==> src/rtl/bsk_led_scheduler_pkg.sv <==
// Shared types and helpers for the BSK front-panel LED scheduler and other BSK arbiters.
package bsk_led_pkg;

    localparam int LED_WIDTH    = 16;
    localparam int LED_SLOT_LEN = 10;
    localparam int RR_MAX       = 8;

    typedef enum logic [1:0] {
        IDLE  = 2'd0,
        SETUP = 2'd1,
        HOLD  = 2'd2
    } led_sched_state_t;

    typedef struct packed {
        logic       valid;
        logic [2:0] idx;
    } rr_pick_t;

    // Circular priority scan starting after 'last'; 'last' itself is tried last.
    function automatic rr_pick_t rr_next(input logic [RR_MAX-1:0] mask,
                                         input logic [2:0]        last,
                                         input int                n);
        rr_pick_t res;
        int       s;
        res = '0;
        for (int k = 1; k <= RR_MAX; k++) begin
            s = int'(last) + k;
            if (s >= n) s = s - n;
            if (k <= n && !res.valid && mask[s[2:0]]) begin
                res.valid = 1'b1;
                res.idx   = s[2:0];
            end
        end
        return res;
    endfunction

endpackage

==> src/rtl/bsk_rr_pick.sv <==
// Combinational round-robin picker: next enabled index after 'last', wrapping modulo N.
module bsk_rr_pick
    import bsk_led_pkg::*;
#(
    parameter int N = 4
) (
    input  logic [N-1:0]         mask_i,
    input  logic [$clog2(N)-1:0] last_i,
    output logic [$clog2(N)-1:0] next_o,
    output logic                 valid_o
);

    localparam int SW = $clog2(N);

    logic [RR_MAX-1:0] mask_ext;
    logic [2:0]        last_ext;
    rr_pick_t          pick;

    always_comb begin
        mask_ext = RR_MAX'(mask_i);
        last_ext = 3'(last_i);
        pick     = rr_next(mask_ext, last_ext, N);
        next_o   = SW'(pick.idx);
        valid_o  = pick.valid;
    end

endmodule

==> src/rtl/bsk_led_scheduler.sv <==
// Time-slot scheduler for the shared BSK front-panel LED bus: one SETUP cycle,
// then a HOLD phase with the owning latch enable raised, sources granted round-robin.
//
//  state | meaning
//  ------+---------------------------------------------------------------
//  IDLE  | no enabled source; bus and latch enables at zero
//  SETUP | first cycle of a slot (cnt=0); slot data on bus, enables low
//  HOLD  | cnt=1..SLOT_LEN-1; latch enable of the slot owner high
module bsk_led_scheduler
    import bsk_led_pkg::*;
#(
    parameter int N_SRC    = 4,
    parameter int WIDTH    = LED_WIDTH,
    parameter int SLOT_LEN = LED_SLOT_LEN
) (
    input  logic                     clk,
    input  logic                     iRst_n,
    input  logic [N_SRC*WIDTH-1:0]   iLed,
    input  logic [N_SRC-1:0]         iEn,
    input  logic                     iLampTest,
    output logic [WIDTH-1:0]         oLed,
    output logic [N_SRC-1:0]         oLe,
    output logic [$clog2(N_SRC)-1:0] oSel,
    output logic                     oRound,
    output logic                     oLampAct
);

    localparam int SW = $clog2(N_SRC);
    localparam int CW = $clog2(SLOT_LEN);
    localparam logic [CW-1:0] CNT_LAST = CW'(SLOT_LEN - 1);

    led_sched_state_t state_q, state_d;
    logic [CW-1:0]    cnt_q, cnt_d;
    logic [SW-1:0]    sel_q, sel_d;
    logic [SW-1:0]    last_q, last_d;
    logic             lamp_q, lamp_d;
    logic [WIDTH-1:0] led_q, led_d;
    logic [N_SRC-1:0] le_q, le_d;
    logic             round_q, round_d;
    logic             lamp_act_q, lamp_act_d;

    logic [SW-1:0]    nxt;
    logic             nxt_vld;
    logic             boundary;

    bsk_rr_pick #(.N(N_SRC)) u_pick (
        .mask_i  (iEn),
        .last_i  (last_q),
        .next_o  (nxt),
        .valid_o (nxt_vld)
    );

    always_comb begin
        state_d    = state_q;
        cnt_d      = cnt_q;
        sel_d      = sel_q;
        last_d     = last_q;
        lamp_d     = lamp_q;
        round_d    = 1'b0;
        led_d      = '0;
        le_d       = '0;
        lamp_act_d = 1'b0;

        boundary = (state_q == IDLE) || (state_q == HOLD && cnt_q == CNT_LAST);

        if (boundary) begin
            cnt_d = '0;
            if (nxt_vld) begin
                state_d = SETUP;
                sel_d   = nxt;
                last_d  = nxt;
                lamp_d  = iLampTest;
                round_d = (state_q == IDLE) || (nxt <= last_q);
            end else begin
                state_d = IDLE;
                lamp_d  = 1'b0;
            end
        end else if (state_q == SETUP) begin
            state_d = HOLD;
            cnt_d   = CW'(1);
        end else begin
            cnt_d = cnt_q + CW'(1);
        end

        // Bus data follows the source with one edge of latency, even mid-HOLD.
        if (state_d != IDLE) begin
            led_d      = lamp_d ? '1 : iLed[int'(sel_d)*WIDTH +: WIDTH];
            lamp_act_d = lamp_d;
            if (state_d == HOLD) le_d = N_SRC'(1) << sel_d;
        end
    end

    always_ff @(posedge clk or negedge iRst_n) begin
        if (!iRst_n) begin
            state_q    <= IDLE;
            cnt_q      <= '0;
            sel_q      <= '0;
            last_q     <= SW'(N_SRC - 1);
            lamp_q     <= 1'b0;
            led_q      <= '0;
            le_q       <= '0;
            round_q    <= 1'b0;
            lamp_act_q <= 1'b0;
        end else begin
            state_q    <= state_d;
            cnt_q      <= cnt_d;
            sel_q      <= sel_d;
            last_q     <= last_d;
            lamp_q     <= lamp_d;
            led_q      <= led_d;
            le_q       <= le_d;
            round_q    <= round_d;
            lamp_act_q <= lamp_act_d;
        end
    end

    assign oLed     = led_q;
    assign oLe      = le_q;
    assign oSel     = sel_q;
    assign oRound   = round_q;
    assign oLampAct = lamp_act_q;

endmodule
==> config.mk <==
export PLATFORM = sky130hd
export DESIGN_NAME = bsk_led_scheduler
export DESIGN_NICKNAME = d
export VERILOG_FILES = /design/src/rtl/bsk_led_scheduler_pkg.sv /design/src/rtl/bsk_rr_pick.sv /design/src/rtl/bsk_led_scheduler.sv
export SDC_FILE = /design/constraint.sdc
export NUM_CORES = 1
export LEC_CHECK = 0
export CAP_MARGIN = 5
export CELL_PAD_IN_SITES_DETAIL_PLACEMENT = 0
export CELL_PAD_IN_SITES_GLOBAL_PLACEMENT = 1
export CORE_ASPECT_RATIO = 0.7
export CORE_MARGIN = 5
export CORE_UTILIZATION = 33
export CTS_CLUSTER_SIZE = 16
export DETAILED_ROUTE_END_ITERATION = 12
export GPL_TIMING_DRIVEN = 1
export HOLD_SLACK_MARGIN = 0.15
export PLACE_DENSITY = 0.95
export SLEW_MARGIN = 0
export SYNTH_ARGS = -nofsm -noshare
export SYNTH_HDL_FRONTEND = slang
export SYNTH_SLANG_ARGS = --single-unit
==> constraint.sdc <==
create_clock -name clk -period 5.2 [get_ports clk]
set_input_delay 1.04 -clock clk [delete_from_list [all_inputs] [get_ports clk]]
set_output_delay 1.04 -clock clk [all_outputs]
set_load 0.01 [all_outputs]
==> impl_metrics.tcl <==
set metrics [dict create \
    nNetsFinal 364 \
    ys_types 48 \
    vias 1940 \
    worstPathMaxFanout 19 \
    synthSimpleGateAreaFrac 0.143 \
    drt_iter0_drc 124 \
    crit_family "compound AO/OA/AOI/OAI gates" \
    core_mm2 0.00616 \
    p_leak_nw 1.28 \
    max_cap_violations 0 \
    io_buffers 94 \
    finalPower_w 0.00177 \
    synth_edf_count 0 \
    path_clk_slew_ns 0.07 \
    fin_tns_setup_ns 0 \
    drc 0 \
    synthAdderAreaFrac 0.0303 \
    slowest_delay_ns 0.53 \
    drive_above_1_share 0.0830 \
    tightest_slew_ns 1.18 \
    required_ns 5.37 \
    postRouteAntennaNets 0 \
    timing.critical_path.cells "clkdlybuf4s50_1 > mux4_2 > a221o_1 > o31a_2 > o21ai_4 > clkinv_4 > mux2i_1 > a211oi_1" \
    antenna_found_initial 0 \
    finalHoldViolCount 0 \
    wirelength_um 6030 \
    ys_async_sr_fraction 1.00 \
    muxShareOfSynthArea 0.143 \
    period_share 0.762 \
    timing.fmax_mhz 253 \
    final_core_util 0.508 \
    synth_top_family_by_area "compound AO/OA/AOI/OAI gates" \
    grt_first_pass_wirelength_um 9290 \
    drt-wirelength-per-cell_um 16.4 \
    reg2reg_slack_ns 1.36 \
    p_per_area_mw_per_mm2 567 \
    die_w_um 104 \
    crit_path_end_kind "flip-flop" \
    dr.pass1.iters 4 \
    status "completed" \
    yosysWarnings 0 \
    ir_drop_uv 182 \
    multi_input_area_mm2 0.00113 \
    clock_path_buffers 2 \
    slowest_stage "clkdlybuf4s50_1" \
    fin_skew_ns 0.0101 \
    cts_setup_buffers 0 \
    layout.cells.most_common "clkdlybuf4s50_1" \
    cts_tree "built" \
    die_area_mm2 0.00795 \
    synth_cells 194 \
    clkLatencyLatePin_ns 0.28 \
    rsz0062_at_grt "false" \
    cts_resized 0 \
    relSlewSlack 0.211 \
    vias_per_cell 5.29 \
    slew_violations 0 \
    cts-root-buf "clkbuf_8" \
    grt_pass1_vias 1882 \
    finalSetupViolCount 0 \
    synth_xor_area_frac 0.00850 \
    synth_area_mm2 0.00206 \
    yosysSeqAreaShare 0.402 \
    antenna_cells 0 \
    synth_flop_cell "dfrtp_1" \
    overflow 0 \
    avgSynthCellArea_um2 10.6 \
    rows 24 \
    hold_class "flip-flop to flip-flop" \
    syn_nets 270 \
    synth-compound-area-share 0.226 \
    startpoint_type "input port" \
    ys_ff_latch 33 \
    final_cell_mix "clkdlybuf4s50_1 (93), dfrtp_1 (31), mux2i_1 (19), a211oi_1 (17), a221oi_1 (16)" \
    cp.arrival_ns 4.13 \
    pin_count 95 \
    cts-htree-levels 2 \
    worstSetupPathType "input port to flip-flop" \
    grt_max_degree 34 \
    die_h_um 76.1 \
    ctsHoldBuffers 0 \
    area_growth_pct 51.6 \
    path_buf_inv 2 \
    gp_congestion 0.916 \
    grt_usage 0.145 \
    regArea_um2 828 \
    nFillCells 550 \
    initial_utilization 0.335 \
    min_period_ns 3.96 \
    numCtsBuffers 5 \
    cts.sinks 33 \
    dp_hpwl_um 4770 \
]
## flip-flops by register name, summed over array words and instances, names as in the netlist
register and flops:
oLe 4, cnt_q 4, oRound 1, last_q 2, oSel 2, state_q 2, lamp_q 1, oLampAct 1
oLed 16
## through the flow
stage / std cells / hold slack (ns) / setup slack [ns] / cell area (µm²)
CTS: 367 / 0.526 / 1.27 / 3130
detailed placement: 359 / 0.517 / 0.976 / 3050
finish: 367 / 0.529 / 1.24 / 3130
global route: 367 / 0.555 / 1.11 / 3130
floorplan: 194 / 0.480 / 1.94 / 2060
global placement: 359 / 0.502 / 1.08 / 3050
## worst paths after layout
kind / start / end / cells past startpoint
min in group asynchronous: iRst_n / oRound$_DFF_PN0_ / 1
max: iEn[3] / oLed[7]$_DFF_PN0_ / 8
min reg2reg: state_q[1]$_DFF_PN0_ / cnt_q[0]$_DFF_PN0_ / 1
max reg2reg: last_q[0]$_DFFE_PN1P_ / oLed[7]$_DFF_PN0_ / 9
max in group asynchronous: iRst_n / oLed[5]$_DFF_PN0_ / 1
min: state_q[1]$_DFF_PN0_ / cnt_q[0]$_DFF_PN0_ / 1
## cell families after synthesis
family	after synthesis
multiplexers	25
buffers and inverters	17
AND/OR/NAND/NOR	55
XOR/XNOR	2
flip-flops	33
AO/OA/AOI/OAI	57
adder cells (fa/ha/maj)	5
## Yosys cell counts (all sizes together) (3+ instances only)
library cell | instances | area, µm²
mux2 | 3 | 37.5
and2b | 9 | 67.6
dfrtp | 31 | 776
clkbuf | 4 | 15.0
a21oi | 8 | 40.0
ha | 5 | 62.6
a221oi | 17 | 155
nand2 | 10 | 37.5
nor2b | 9 | 56.3
buf | 5 | 48.8
nor2 | 14 | 55.1
mux4 | 3 | 67.6
inv | 7 | 26.3
mux2i | 19 | 190
or2 | 3 | 18.8
a211oi | 17 | 128
nor3 | 3 | 15.0
## final cells by class
cell class | count | share of cell area
clock buffer | 8 | 0.0256
inverter | 8 | 0.0112
multi-input combinational | 144 | 0.363
sequential | 33 | 0.265
tap | 78 | 0.0312
timing repair buffer | 96 | 0.304
## metal layers
layer  global-route usage  vias to the layer above  share of wire
li1                     -                      928              -
met1                0.188                      895           0.41
met2                0.225                      107           0.46
met3               0.0601                       10           0.11
met4               0.0323                        0          0.015
met5                    0                        -              0
## where the power goes
| part | switching [W] | internal, W | total, W |
|---|---|---|---|
| Sequential | 0.0000854 | 0.000388 | 0.000473 |
| Combinational | 0.000574 | 0.000545 | 0.00112 |
| Clock | 0.0000865 | 0.0000950 | 0.000181 |
Power figures use the tool's default switching activity.
